===== src/rtl/register_arbiter.sv =====
// register_arbiter: two-requester round-robin access arbiter for a shared register
module register_arbiter #(
    parameter int WIDTH = 64
) (
    input  logic             Clk_i,
    input  logic             Reset_i,
    input  logic             Req0_i,
    input  logic             Req1_i,
    input  logic             RW0_i,
    input  logic             RW1_i,
    input  logic [WIDTH-1:0] Data0_i,
    input  logic [WIDTH-1:0] Data1_i,
    output logic             Gnt0_o,
    output logic             Gnt1_o,
    output logic             Ack0_o,
    output logic             Ack1_o,
    output logic [WIDTH-1:0] RdData_o,
    output logic             RegE_o,
    output logic             RegRW_o,
    output logic [WIDTH-1:0] RegDataIn_o,
    input  logic [WIDTH-1:0] RegDataOut_i,
    output logic [7:0]       AccessCount_o
);
    typedef enum logic [1:0] {IDLE, ACCESS, DONE} state_t;
    state_t           state_q;
    logic             owner_q, last_q, rw_q;
    logic             gnt0_q, gnt1_q, ack0_q, ack1_q, rege_q, regrw_q;
    logic [WIDTH-1:0] din_q, rd_q;
    logic [7:0]       cnt_q;
    logic             owner_d, rw_d;
    logic [WIDTH-1:0] data_d;
    // Owner choice: the lone requester, or on a tie the one not served last
    always_comb begin
        owner_d = (Req0_i & Req1_i) ? ~last_q : Req1_i;
        rw_d    = owner_d ? RW1_i : RW0_i;
        data_d  = owner_d ? Data1_i : Data0_i;
    end
    // Arbitration FSM with registered grant/enable/ack outputs
    always_ff @(posedge Clk_i) begin
        if (Reset_i) begin
            state_q <= IDLE;
            owner_q <= 1'b0;
            last_q  <= 1'b1;
            rw_q    <= 1'b0;
            gnt0_q  <= 1'b0;
            gnt1_q  <= 1'b0;
            ack0_q  <= 1'b0;
            ack1_q  <= 1'b0;
            rege_q  <= 1'b0;
            regrw_q <= 1'b0;
            din_q   <= '0;
            rd_q    <= '0;
            cnt_q   <= '0;
        end else begin
            gnt0_q  <= 1'b0;
            gnt1_q  <= 1'b0;
            ack0_q  <= 1'b0;
            ack1_q  <= 1'b0;
            rege_q  <= 1'b0;
            regrw_q <= 1'b0;
            din_q   <= '0;
            case (state_q)
                IDLE: if (Req0_i | Req1_i) begin
                    state_q <= ACCESS;
                    owner_q <= owner_d;
                    rw_q    <= rw_d;
                    gnt0_q  <= ~owner_d;
                    gnt1_q  <= owner_d;
                    rege_q  <= 1'b1;
                    regrw_q <= rw_d;
                    din_q   <= data_d;
                end
                ACCESS: begin
                    state_q <= DONE;
                    ack0_q  <= ~owner_q;
                    ack1_q  <= owner_q;
                    last_q  <= owner_q;
                    cnt_q   <= cnt_q + 8'd1;
                end
                DONE: begin
                    state_q <= IDLE;
                    if (!rw_q) rd_q <= RegDataOut_i;
                end
                default: state_q <= IDLE;
            endcase
        end
    end
    // Reset blocks any register access combinationally, even mid-ACCESS
    assign RegE_o        = rege_q & ~Reset_i;
    assign RegDataIn_o   = RegE_o ? din_q : '0;
    assign RegRW_o       = regrw_q;
    assign Gnt0_o        = gnt0_q;
    assign Gnt1_o        = gnt1_q;
    assign Ack0_o        = ack0_q;
    assign Ack1_o        = ack1_q;
    assign RdData_o      = rd_q;
    assign AccessCount_o = cnt_q;
endmodule


===== config.mk =====
export PLATFORM = sky130hd
export DESIGN_NAME = register_arbiter
export DESIGN_NICKNAME = d
export VERILOG_FILES = /design/src/rtl/register_arbiter.sv
export SDC_FILE = /design/constraint.sdc
export NUM_CORES = 1
export LEC_CHECK = 0
export BUFFER_PORTS_ARGS = -buffer_cell sky130_fd_sc_hd__buf_2
export CELL_PAD_IN_SITES_DETAIL_PLACEMENT = 0
export CELL_PAD_IN_SITES_GLOBAL_PLACEMENT = 1
export CORE_UTILIZATION = 30
export CTS_CLUSTER_DIAMETER = 200
export DETAILED_ROUTE_END_ITERATION = 8
export HOLD_SLACK_MARGIN = 0.06
export PLACE_DENSITY = 0.87
export REMOVE_ABC_BUFFERS = 1
export SETUP_SLACK_MARGIN = 0.3
export SLEW_MARGIN = 20
export SYNTH_ARGS = -nofsm -noshare
export SYNTH_HDL_FRONTEND = slang
export SYNTH_SLANG_ARGS = --single-unit

===== constraint.sdc =====
create_clock -name Clk_i -period 1.55 [get_ports Clk_i]
set_input_delay 0.0775 -clock Clk_i [delete_from_list [all_inputs] [get_ports Clk_i]]
set_output_delay 0.0775 -clock Clk_i [all_outputs]
set_load 0.03 [all_outputs]

* Yosys cells after proc, flatten, opt, wreduce, memory -nomap -nowiden *
Cells that the tools add are included.

operators by class
  add/sub/neg operators = 1
  equality and inequality tests = 3
  mux-type cells = 7
  bitwise gates (word level) = 11
  reduce and logical (&&, ||, !) cells = 6

operator list
  kind                                                              number
  64-bit two-way mux                                                2
  8-bit by 1-bit adder with 8-bit output (second input constant)    1
  1-bit inverter                                                    8
  2-bit one-hot mux with 2 select lines                             1
  2-bit AND reduction                                               2
  2-bit OR reduction                                                2
  1-bit two-way mux                                                 3
  3-bit OR reduction                                                1
  1-bit AND                                                         2
  2-bit by 1-bit == test with 1-bit output (second input constant)  1
  2-bit == test (second input constant)                             1
  2-bit logical NOT                                                 1
  2-bit two-way mux                                                 1
  2-bit inequality test (second input constant)                     1
  1-bit bitwise OR                                                  1

word-level totals
  register bits after elaboration = 147
  input port bits = 198
  output and inout port bits = 142
  logic and storage cells = 41

* Logic depth before layout (Yosys ltp) *
Gate-level depths: netlist of the first run.

  depth in word-level cells = 3
  depth in mapped cells = 7
  mapped depth without buffers = 4

* Least setup slack after synthesis of the first run *
No wires, ideal clock.

  kind = flip-flop to flip-flop
  from = register cnt_q[0] (netlist: AccessCount_o[0])
  to = register cnt_q[6] (netlist: AccessCount_o[6])
  library setup time = 70 ps
  arrival time = 1430 ps
  data required time = 1480 ps
  setup slack = 49 ps
  stages on the path, launching flop included = 5
  buffers on the path = 0
  period minus slack after synthesis = 1501 ps
  path through = dfxtp_1 > ha_1 > inv_1 > or4_1 > a21oi_1

between the ends
  longest elaborated chain between the ends = 1

ends and longest elaborated chain
  item                                    line  text
  start: declaration                      29    logic [7:0] cnt_q;
  start signal: assignment                78    cnt_q <= cnt_q + 8'd1;
  8-bit by 1-bit adder with 8-bit output  78

Every way passes these cells.
A chain may end at the register's enable or synchronous reset.

* Worst setup path after layout of the first run *
  from = register rege_q
  to = output port RegDataIn_o[63]

between the ends
  longest elaborated chain between the ends = 2

ends and longest elaborated chain
  item                      line  text
  start: declaration        27    logic gnt0_q, gnt1_q, ack0_q, ack1_q, rege_q, regrw_q;
  start signal: assignment  49    rege_q <= 1'b0;
  start signal: assignment  59    rege_q <= 1'b0;
  start signal: assignment  69    rege_q <= 1'b1;
  1-bit AND                 89    assign RegE_o = rege_q & ~Reset_i;
  64-bit two-way mux        90    assign RegDataIn_o = RegE_o ? din_q : '0;
  end: declaration          20    output logic [WIDTH-1:0] RegDataIn_o,

Every way passes these cells.

==> flow_results.org, run 1 <==
** Place
- Input and output buffers added on the ports amount to 339.
- Placement Cell Area :: 7230 um2
- DP HPWL :: 11.7 mm
- RD Place Congestion :: 0.776

** STA
- The number of pins exceeding their max-slew limit in the final report is 0.
- Static timing analysis puts the maximum clock frequency at 638 MHz.
- After layout, the worst setup slack is -0.0174 ns.
- Worst Skew :: 0.00966 ns
- For the pin with the worst max-slew slack, the measured transition is 1.16 ns.
- Hold timing on the final database bottoms out at a slack of 0.300 ns.
- Setup violations, final :: 13
- RSZ-0062 raised after global routing :: yes
- Adding up every negative setup slack in the final design gives -0.106 ns.
- The count of endpoints failing hold in the final timing report came to 0.
- After layout, the minimum clock period comes to 1.57 ns.
- Relative slew margins :: 22.5%
- Portion of the clock cycle consumed by the worst path in the final layout :: 101%

** Cells and area
- Seq. cell area :: 2960 um2
- Summing all multi-input logic gate instances after layout gives 3220 um2.
- Fill cells in the final layout number 1,076.
- The top cell types in the final layout, fill and taps aside, are sky130_fd_sc_hd__buf_2 (275), sky130_fd_sc_hd__dlygate4sd3_1 (196), sky130_fd_sc_hd__dfxtp_1 (139), sky130_fd_sc_hd__nand2_4 (82), sky130_fd_sc_hd__buf_6 (81).
- In the final layout, the share of cells above drive strength 1 is 58.7%.
- Post-route cell area :: 12,500 um2
- P&R area growth vs syn :: 135%
- Layout Nets :: 1,350
- Once layout is complete, the utilization of the core stands at 72.2%.
- Leaving out fill and tap cells, the most frequent cell in the layout is sky130_fd_sc_hd__buf_2.

** Logic synthesis
- Area fraction in compound gates after synthesis :: 18.3%
- Of the total synthesized cell area, the portion taken by full adders, half adders and majority gates is 0.235%.
- Proportion of register bits with asynchronous set or reset after synthesis :: 0%
- Post-synth cell types :: 32
- After synthesis, the largest family of logic cells by area is simple AND/OR/NAND/NOR gates.
- After Yosys synthesis, and, or, nand and nor cells account for 20.3% of the synthesized area.
- Number of instances in the synthesized netlist :: 567
- Post-synth EDFFs :: 0
- YS warnings :: 0
- Total standard cell area after synthesis :: 5330 um2
- Synthesis inferred 147 register bits.
- Multiplexer cells account for 0.375% of the synthesized area.
- Share of the synthesized netlist area taken by xor and xnor gates :: 0.328%
- Summing the sequential cell areas from Yosys gives 55.2% of the chip area.
- Dominant synthesized flop cell :: sky130_fd_sc_hd__dfxtp_1
- Post-Synthesis Mean Instance Area :: 9.41 um2

** GRT
- The total overflow left after global routing is 0.
- Entering global routing, the biggest net connects 75 pins.
- Global-route wire length before repair :: 36.1 mm
- The number of antenna violations at the first check in global routing came to 1.
- In the global route stage, overall resource usage came out at 26.1%.
- The via count of the first global-routing pass came to 6,859.

** Min path
- The path class of the tightest hold or removal check is in2reg.

** Power and ir drop
- Across the VDD grid, the largest voltage drop is 0.682 mV.
- Summed over all nets, the switching power comes to 2.82 mW.
- Clock Power Share :: 40.0%
- For this design the ratio of total power to cell area is 847 nW/um2.
- Comb pwr share :: 21.4%
- After layout, the design draws a total of 10.6 mW.
- Internal power :: 7.80 mW
- In this run the static leakage power is 5.75 nW.
- Net switching is 26.6% of the power.
- In this run, flip-flops and latches consume 38.6% of the power.

** Worst setup path
- Highest net fanout along the worst path :: 8
- By startpoint and endpoint, the worst setup path is classified as reg2out.
- For the worst setup path, the data arrival time is 1.49 ns.
- Worst-path cell with the longest stage delay :: sky130_fd_sc_hd__dfxtp_2
- For the worst setup path, the data required time is 1.47 ns.
- Max incr delay on CP :: 0.31 ns
- The critical path goes through nor2b_4, buf_12, clkbuf_16, and2_1, buf_6.
- The worst setup path is captured at a primary output.
- The worst setup path is launched from a flop.

** Route
- After detailed routing, the average wire length per cell comes to 20.4 um.
- Number of detailed-routing iterations run before antenna repair :: 4
- The detail route stage leaves a number of antenna-violating nets equal to 0.
- Iter 0 DRT Violations :: 259
- After detailed routing, the total wire length is 28.3 mm.
- Vias per Instance :: 4.95
- DRC :: 0
- Detailed-route via count :: 6,874

** Die
- Die Y :: 135 um
- Number of cell rows :: 48
- Core region area :: 17,400 um2
- Horiz. Die Dim :: 135 um
- Effective utilization at floorplan :: 30.7%
- The die covers 18,300 um2.
- Io pins :: 340

** Run status
- Failing checks :: setup timing
- The run finished, with violations left.

** Clocking
- No sink is reached through more buffers than the 2 on the longest clock path.
- # H-tree levels :: 4
- CTS tree :: yes
- Worst-path clk slew :: 0.06 ns
- Number of buffers added by the clock tree synthesis step :: 17
- Clock latency on the worst-skew pair :: 0.41 ns
- Clock tree root driver cell :: sky130_fd_sc_hd__clkbuf_16
- Num Clock Sinks :: 147

** Flow run
- The tool flagged a number of max-cap violations equal to 0.
==> power groups by stage <==
stage	Sequential, mW	Combinational (mW)	Clock, mW
6_report	4.10	2.27	4.25
5_1_grt	4.11	2.36	4.46
4_1_cts	4.07	1.89	4.29
3_5_place_dp	4.14	1.05	0
3_3_place_gp	4.13	1.05	0
2_1_floorplan	4.26	0.385	0
==> worst max-delay path, delay by kind of cell, from the launching register on <==
kind	cells	cell delay, ns
buffers and inverters	3	0.46
DFF	1	0.31
and+or+nand+nor	2	0.30
==> cell type report <==
| cell class | count | share of cell area (%) |
|---|---|---|
| clock inverters | 12 | 1.22 |
| inverters | 3 | 0.0898 |
| repair buffers | 611 | 43.6 |
| flip-flops and latches | 147 | 23.6 |
| well taps | 225 | 2.25 |
| clock buffers | 20 | 3.56 |
| multi-input cells | 371 | 25.7 |
| diodes | 1 | 0.0200 |
==> cell usage after synthesis (all sizes together), types with 2 or more instances <==
master	count	area, um2
or4	4	30.0
and3	3	18.8
clkbuf	15	56.3
inv	3	11.3
nor2b	4	25.0
nor3	2	15.0
and2	64	400
a21oi	69	345
a22o	65	569
dfxtp	147	2940
nand2b	3	18.8
buf	31	211
nor2	5	18.8
o31ai	4	30.0
mux2i	2	20.0
nand2	132	495
nand3b	2	27.5
==> metal layers <==
layer | GRT usage, % | share of wire (%)
met1 | 26.8 | 36
met2 | 47.6 | 52
met3 | 6.29 | 7.2
met4 | 15.6 | 5.5
met5 | 0 | 0
==> final timing paths <==
kind,startpoint,end,slack [ns],cells after the start
min,Reset_i,last_q,0.30,4
min reg2reg,RdData_o[50],RdData_o[50],0.46,2
max,rege_q,RegDataIn_o[63],-0.02,5
max reg2reg,rw_q,RdData_o[33],0,6
==> per-stage QoR <==
step | std cells | setup WS, ns
3_5_place_dp | 1098 | 0.0594
4_1_cts | 1366 | -0.0173
3_3_place_gp | 1098 | 0.0947
2_1_floorplan | 521 | -2.68
5_1_grt | 1390 | -0.0736
6_report | 1390 | -0.0174
==> what timing repair did <==
item	CTS	global route
buffers inserted	21	12
pin swaps	95	138
resized for setup	305	200
gates cloned	18	11
setup endpoints to repair	201	203
hold buffers	197	0
hold endpoints to repair	133	0
==> registers in the layout, summed over array words and instances (netlist names), 2 cells and up <==
name           count
AccessCount_o      8
RdData_o          64
din_q             64
state_q            2
==> cell families after synthesis <==
kind of cell / count (synthesis)
flip-flops: 147
buffers and inverters: 49
XOR/XNOR: 2
adder cells (fa/ha/maj): 1
multiplexers: 2
AND/OR/NAND/NOR: 224
AO/OA/AOI/OAI: 142
(Power assumes the default switching activity.)
==> run 2, diff against run 1 <==
--- a/config.mk
+++ b/config.mk
@@ -15,7 +15,6 @@
 export PLACE_DENSITY = 0.87
 export REMOVE_ABC_BUFFERS = 1
 export SETUP_SLACK_MARGIN = 0.3
-export SLEW_MARGIN = 20
 export SYNTH_ARGS = -nofsm -noshare
 export SYNTH_HDL_FRONTEND = slang
 export SYNTH_SLANG_ARGS = --single-unit
==> constraint.sdc (replaced) <==
create_clock -name Clk_i -period 1.8 [get_ports Clk_i]
set_input_delay 0.09 -clock Clk_i [delete_from_list [all_inputs] [get_ports Clk_i]]
set_output_delay 0.09 -clock Clk_i [all_outputs]
set_load 0.05 [all_outputs]
==> flow_results.org, run 2 (synthesis results as in run 1) <==
** GRT
- Initial antenna violation count :: 0 (-1)
- Vias in the first global route :: 6,259 (-8.7%)
- Pin count of the biggest net entering global routing :: 73 (-2.7%)
- The global-route usage over all layers was 23.3% (-2.8 points).
- Global-route wire length before repair :: 32.4 mm (-10%)
- The overflow left after global routing is 0 (unchanged).

** Place
- I/O Buffers :: 339 (unchanged)
- Total placed cells including tap cells :: 1,092 (-0.55%)
- The post-placement setup slack was 0.244 ns (+0.184 ns).
- RD Place Congestion :: 0.767 (-1.1%)
- DP HPWL :: 11.5 mm (-1.1%)

** Clocking
- Clock tree root driver cell :: sky130_fd_sc_hd__clkbuf_16
- Number of buffers between clock root and the deepest sink :: 2 (unchanged)
- The total CTS buffers came to 17 (unchanged).
- # H-tree levels :: 4 (unchanged)
- Num Clock Sinks :: 147 (unchanged)
- Worst-path clk slew :: 0.06 ns (about the same)
- Clock latency on the worst-skew pair :: 0.41 ns (about the same)
- CTS tree :: yes

** Worst setup path
- Kind of end point of the critical path :: primary output
- The cell count of the worst reg-to-reg path is 4 (-2).
- The worst endpoint required time is 1.71 ns (+0.24 ns).
- The maximum fanout along the worst path came to 8 (unchanged).
- CP cell instances :: nor2b_4, buf_12, buf_6, and2_1, buf_6
- Counting stages on the worst path, the most repeated cell is sky130_fd_sc_hd__buf_6.
- Max incr delay on CP :: 0.31 ns (about the same)
- Crit start category :: flop
- Family with the most delay on the worst path :: buffers and inverters
- WP data arrival :: 1.51 ns (+0.02 ns)
- The buffers plus inverters on the worst setup path was 3 (unchanged).
- Worst-path cell with the longest stage delay :: sky130_fd_sc_hd__dfxtp_2
- The critical path depth was 5 (unchanged).
- Category of the most critical setup path :: reg2out

** Flow run
- The max capacitance violation total came to 0 (unchanged).

** Route
- DRC :: 0 (unchanged)
- The number of detailed-routing iterations run before antenna repair was 4 (unchanged).
- The routed wire length per instance is 17.1 um (-16%).
- Iter 0 DRT Violations :: 229 (-12%)
- Detailed-route via count :: 6,247 (-9.1%)
- The sum of routed wire length over all layers came to 22.8 mm (-20%).
- The average via count per standard cell is 4.70 (-5.0%).
- Detail Route Antenna Nets :: 0 (unchanged)

** Die
- The initial standard-cell utilization of the core was 30.7% (unchanged).
- Number of cell rows :: 48 (unchanged)
- Horiz. Die Dim :: 135 um (unchanged)
- The height of the chip was 135 um (unchanged).
- Overall die area :: 18,300 um2 (unchanged)
- Core region area :: 17,400 um2 (unchanged)
- Io pins :: 340 (unchanged)

** STA
- Worst Hold Margin :: 0.178 ns (-0.121 ns)
- RSZ-0062 raised after global routing :: yes
- The final-report setup violation count came to 0 (-13).
- Achievable Freq :: 626 MHz
- Worst Skew :: 0.00927 ns (-0.000387 ns)
- Final min period :: 1.60 ns
- Slew of the pin with the lowest slew margin :: 0.766 ns (-0.397 ns)
- Portion of the clock cycle consumed by the worst path in the final layout :: 88.7%
- PnR worst setup slack :: 0.204 ns (+0.221 ns)
- Max Slew Vio Count :: 0 (unchanged)
- Relative slew margins :: 49.0% (+26 points)
- Endpoints failing hold :: 0 (unchanged)

** Power and ir drop
- Net Sw Frac :: 26.7% (+0.11 points)
- Sequential fraction of design power :: 40.0% (+1.4 points)
- The maximum vdd ir drop was 0.627 mV (-8.0%).
- Power per unit of standard cell area :: 835 nW/um2 (-1.4%)
- Static Leak :: 4.81 nW (-16%)
- The share of total power in the clock network came to 42.5% (+2.5 points).
- Comb pwr share :: 17.5% (-3.9 points)
- Internal power :: 6.42 mW (-18%)
- Sw power :: 2.34 mW (-17%)

** Cells and area
- Multi-input combinational cell area :: 2190 um2 (-32%)
- Layout Nets :: 1,290 (-4.4%)
- The total of fill cells in the finished design is 1,337 (+24%).
- Commonest cells after routing, fill and taps aside :: sky130_fd_sc_hd__buf_2 (274), sky130_fd_sc_hd__dlygate4sd3_1 (198), sky130_fd_sc_hd__dfxtp_1 (143), sky130_fd_sc_hd__nand2_1 (132), sky130_fd_sc_hd__a21oi_1 (69)
- Layout cells sized above 1 :: 37.5% (-21 points)
- The sequential standard cell area came to 2950 um2 (-0.42%).
- Number of cells in the finished layout apart from fillers :: 1,329 (-4.4%)
- Most common cell after layout, fill and taps aside :: sky130_fd_sc_hd__buf_2
- Antenna cells :: 0 (-1)
- From synthesis to final layout, the design area changed by 96.6%.

** Min path
- Hold crit path type :: in2reg
- Instance count along the most critical hold path :: 3 (-1)

** Run status
- Run status :: completed
run 2: layer usage:
layer	up-vias	track usage, %	wire length [um]	share of wire [%]
li1	2961	-	-	-
met1	2891	25.1	8720	38
met2	326	39.9	11200	49
met3	69	5.99	1710	7.5
met4	0	16.1	1170	5.1
met5	-	0	0	0
run 2: what timing repair did:
item | CTS | global route
buffers inserted | 1 | 0
resized for setup | 134 | 48
hold endpoints to repair | 135 | 0
pin swaps | 0 | 8
endpoints found under the setup margin | 147 | 126
hold buffers | 198 | 0
gates cloned | 4 | 2
run 2: through the flow:
step | area, um2 | util (%) | power (mW) | TNS [ns]
2_1_floorplan | 5070 | - | 4.13 | -259.61
3_3_place_gp | 7170 | 41.3 | 4.57 | 0
3_5_place_dp | 7170 | 41.3 | 4.58 | 0
4_1_cts | 10300 | 59.5 | 8.71 | 0
5_1_grt | 10500 | 60.4 | 9.07 | 0
6_report | 10500 | 60.4 | 8.76 | 0
run 2: layout make-up:
type                            count  area share [%]
Timing Repair Buffer              551            42.4
Sequential cell                   147            28.1
Multi-Input combinational cell    371            20.9
Clock buffer                       19            4.22
Tap cell                          225            2.68
Clock inverter                     13            1.63
Inverter                            3           0.107
run 2: power groups by stage:
stage          registers (mW)  clock network (mW)  logic (mW)
3_5_place_dp             3.56                   0        1.02
4_1_cts                  3.49                3.77        1.45
5_1_grt                  3.52                3.94        1.61
6_report                 3.50                3.72        1.54
3_3_place_gp             3.56                   0        1.01
2_1_floorplan            3.76                   0       0.369
run 2: path summary, 6_finish.rpt:
check | startpoint | to | slack [ns]
setup / recovery | rege_q | RegDataIn_o[53] | 0.20
hold / removal | Req1_i | owner_q | 0.18
setup reg to reg | state_q[1] | RdData_o[26] | 0.35
hold reg to reg | RdData_o[27] | RdData_o[27] | 0.45
run 2: worst register-to-register path, stage by stage (launching register included):
cell and delay [ns]:
sky130_fd_sc_hd__dfxtp_2 0.41, sky130_fd_sc_hd__or3b_4 0.43, sky130_fd_sc_hd__buf_12 0.20, sky130_fd_sc_hd__nand2_1 0.17, sky130_fd_sc_hd__a21oi_1 0.08
==> run 3, diff against run 2 <==
--- a/config.mk
+++ b/config.mk
@@ -5,6 +5,7 @@
 export SDC_FILE = /design/constraint.sdc
 export NUM_CORES = 1
 export LEC_CHECK = 0
+export ABC_AREA = 1
 export BUFFER_PORTS_ARGS = -buffer_cell sky130_fd_sc_hd__buf_2
 export CELL_PAD_IN_SITES_DETAIL_PLACEMENT = 0
 export CELL_PAD_IN_SITES_GLOBAL_PLACEMENT = 1
==> flow_results.org, run 3 <==
** Logic synthesis
- The number of enable flip-flop cells after synthesis was 0 (unchanged).
- The post-synthesis cell area was 5920 um2 (+11%).
- Proportion of register bits with asynchronous set or reset after synthesis :: 0% (unchanged)
- Main area contributors after synthesis :: sky130_fd_sc_hd__dfxtp_1 (50%), sky130_fd_sc_hd__nand2_1 (9.8%), sky130_fd_sc_hd__inv_1 (9.0%), sky130_fd_sc_hd__a21oi_2 (7.4%), sky130_fd_sc_hd__a21oi_1 (6.8%)
- Top cell types by occurrence after synthesis :: sky130_fd_sc_hd__nand2_1 (154), sky130_fd_sc_hd__dfxtp_1 (147), sky130_fd_sc_hd__inv_1 (142)
- The number of cells produced by synthesis is 790 (+39%).
- Dominant synthesized flop cell :: sky130_fd_sc_hd__dfxtp_1
- Post-Synthesis Mean Instance Area :: 7.50 um2 (-20%)
- Sequential cell area fraction in the yosys report :: 49.7% (-5.5 points)
- Most repeated cell in the gate-level netlist after synthesis :: sky130_fd_sc_hd__nand2_1
- The number of distinct library cells after synthesis is 19 (-41%).
- The flip-flop and latch count after synthesis was 147 (unchanged).
- Share of the synthesized area in the top cell type :: 49.7% (-5.5 points)
- The synthesized design spends more area on one cell type than any other, namely sky130_fd_sc_hd__dfxtp_1.
- YS warnings :: 0 (unchanged)

** Run status
- Run status :: completed

** Worst setup path
- STA classifies the critical path endpoint as a primary output.
- STA classifies the critical path startpoint as a flop.
- The worst setup path is of the reg2out kind.
- The maximum fanout along the worst path was 15 (+7).
- WP data arrival :: 1.40 ns (-0.11 ns)
- The register-to-register setup slack is 0.42 ns (+0.07 ns).
- The worst endpoint required time came to 1.71 ns (about the same).

** Clocking
- Num Clock Sinks :: 147 (unchanged)
- # H-tree levels :: 4 (unchanged)
- The total CTS buffers came to 17 (unchanged).
- The tree is rooted in a sky130_fd_sc_hd__clkbuf_16.
- The clock slew at the register clock pins of the worst setup and hold paths is 0.07 ns (about the same).
- The clock latency on the worst-skew pair came to 0.42 ns (about the same).
- Number of buffers between clock root and the deepest sink :: 2 (unchanged)
- CTS tree :: yes

** Cells and area
- The final standard cell utilization of the core is 57.2% (-3.2 points).
- The library cells used most frequently in the layout, excluding fill and tap cells, are sky130_fd_sc_hd__buf_2 (274), sky130_fd_sc_hd__dlygate4sd3_1 (196), sky130_fd_sc_hd__nand2_1 (152), sky130_fd_sc_hd__dfxtp_1 (145), sky130_fd_sc_hd__inv_1 (142).
- Layout cells sized above 1 :: 37.2% (-0.30 points)
- Number of filler cells placed in the layout :: 1,677 (+25%)
- Antenna cells :: 0 (unchanged)
- Most common cell after layout, fill and taps aside :: sky130_fd_sc_hd__buf_2
- Layout Nets :: 1,514 (+17%)
- From synthesis to final layout, the design area changed by 87.3%.
- Post-route cell area :: 11,100 um2 (+5.8%)

** Die
- Number of cell rows :: 51 (+6.3%)
- The chip width is 143 um (+5.3%).
- Die Y :: 143 um (+5.3%)
- Overall die area :: 20,300 um2 (+11%)
- Effective utilization at floorplan :: 30.5% (-0.20 points)
- The area of the core region was 19,400 um2 (+12%).
- The top-level I/O count was 340 (unchanged).

** GRT
- Vias in the first global route :: 6,978 (+11%)
- The overflow left after global routing is 0 (unchanged).
- The first-pass GRT wire length is 33.4 mm (+2.9%).
- The number of antenna violations at the first check in global routing came to 0 (unchanged).
- The global-route usage over all layers came to 21.2% (-2.1 points).
- The maximum number of pins on one net before global-route repair is 74 (+1.4%).

** STA
- Total Neg Setup Slack :: 0 ns (unchanged)
- Setup violations, final :: 0 (unchanged)
- Worst Hold Margin :: 0.0822 ns (-0.0961 ns)
- The count of endpoints failing hold in the final timing report came to 0 (unchanged).
- The transition time of the tightest slew-check pin is 0.659 ns (-0.107 ns).
- The headroom to the max-slew limit was 56.1% (+7.1 points).
- The clock tree skew after final layout is 0.0129 ns (+0.00360 ns).
- Final min period :: 1.49 ns (-0.108 ns)
- PnR worst setup slack :: 0.312 ns (+0.108 ns)
- Max Slew Vio Count :: 0 (unchanged)
- RSZ-0062 raised after global routing :: yes
- The highest attainable clock frequency came to 672 MHz (+7.3%).
- Portion of the clock cycle consumed by the worst path in the final layout :: 82.7% (-6.0 points)

** Route
- WL per Instance :: 14.6 um (-15%)
- The total DRC errors in the routed layout was 0 (unchanged).
- The sum of routed wire length over all layers is 23.3 mm (+2.3%).
- The number of detailed-routing iterations run before antenna repair was 5 (+1).
- Detailed-route via count :: 7,004 (+12%)
- Detail Route Antenna Nets :: 0 (unchanged)
- Iter 0 DRT Violations :: 314 (+37%)
- The average via count per standard cell was 4.40 (-6.5%).

** Flow run
- The max capacitance violation total was 0 (unchanged).

** Power and ir drop
- The static leakage power came to 4.98 nW (+3.4%).
- Power per unit of standard cell area :: 799 nW/um2 (-4.3%)
- The maximum vdd ir drop came to 0.588 mV (-6.3%).

** Place
- The post-place instance area came to 7920 um2 (+10%).
- DP HPWL :: 12.8 mm (+11%)
- I/O Buffers :: 339 (unchanged)
- The weighted congestion reported at the end of routability-driven placement came to 0.733 (-4.5%).
- The post-placement setup slack was 0.406 ns (+0.163 ns).

** Min path
- Hold crit path type :: in2reg
run 3: cell count changes after synthesis, sizes merged, moves of 5 or more:
cell,previous run,this run
inv,3,145
nor2,5,82
o21ai,1,70
a22o,65,0
and2,64,0
a21oi,69,131
nand2,132,154
buf,31,39
nand3,1,6
run 3: metal layers:
| layer | global-route usage (%) | vias up | wire length, um |
|---|---|---|---|
| met4 | 9.11 | 0 | 755 |
| met3 | 6.29 | 56 | 1790 |
| met5 | 0 | - | 0 |
| met1 | 21.4 | 3168 | 8770 |
| met2 | 40.2 | 310 | 12000 |
| li1 | - | 3470 | - |
run 3: path summary, 6_finish.rpt:
kind                     start               to  cells after the start
hold reg to reg   RdData_o[15]     RdData_o[15]                      2
setup / recovery        rege_q  RegDataIn_o[39]                      4
hold / removal           RW1_i          RegRW_o                      5
setup reg to reg    state_q[0]     RdData_o[19]                      5
run 3: critical path: stages, from the launching register on:
cell                      delay [ns]
sky130_fd_sc_hd__dfxtp_4        0.37
sky130_fd_sc_hd__nand2_8        0.09
sky130_fd_sc_hd__buf_12         0.18
sky130_fd_sc_hd__nor2_1         0.16
sky130_fd_sc_hd__buf_6          0.18
run 3: per-stage QoR:
step	instances	total power, mW
2_1_floorplan	740	4.50
3_3_place_gp	1359	5.02
3_5_place_dp	1359	5.04
4_1_cts	1591	8.87
5_1_grt	1593	9.27
6_report	1593	8.86
run 3: logic make-up (layout without fill, tap and decap cells):
family	after synthesis	in the layout	synth area share, %
and+or+nand+nor	245	245	15.8
AOI/OAI and AO/OA	202	202	20.3
buffers and inverters	195	733	13.9
DFF	147	147	49.7
adders and majority gates	1	1	0.211
run 3: layout make-up:
class / count / area (um2) / area share, %
multi-input cells: 448 / 2350 / 21.2
inverters: 145 / 546 / 4.92
clock inverters: 13 / 118 / 1.06
well taps: 265 / 332 / 2.99
repair buffers: 556 / 4360 / 39.3
clock buffers: 19 / 443 / 3.99
flip-flops and latches: 147 / 2950 / 26.6
run 3: timing repair:
item | 4_1_cts | 5_1_grt
resized for setup | 87 | 97
hold buffers | 197 | 0
setup endpoints to repair | 58 | 55
buffers inserted | 1 | 0
cloned | 2 | 2
endpoints found under the hold margin | 136 | 0
pin swaps | 1 | 0
run 3: power breakdown:
group	leakage (nW)	switching (mW)	internal (mW)
logic	3.51	1.14	0.787
clock network	0.259	1.55	1.85
registers	1.20	0.0829	3.45
total	4.98	2.77	6.09
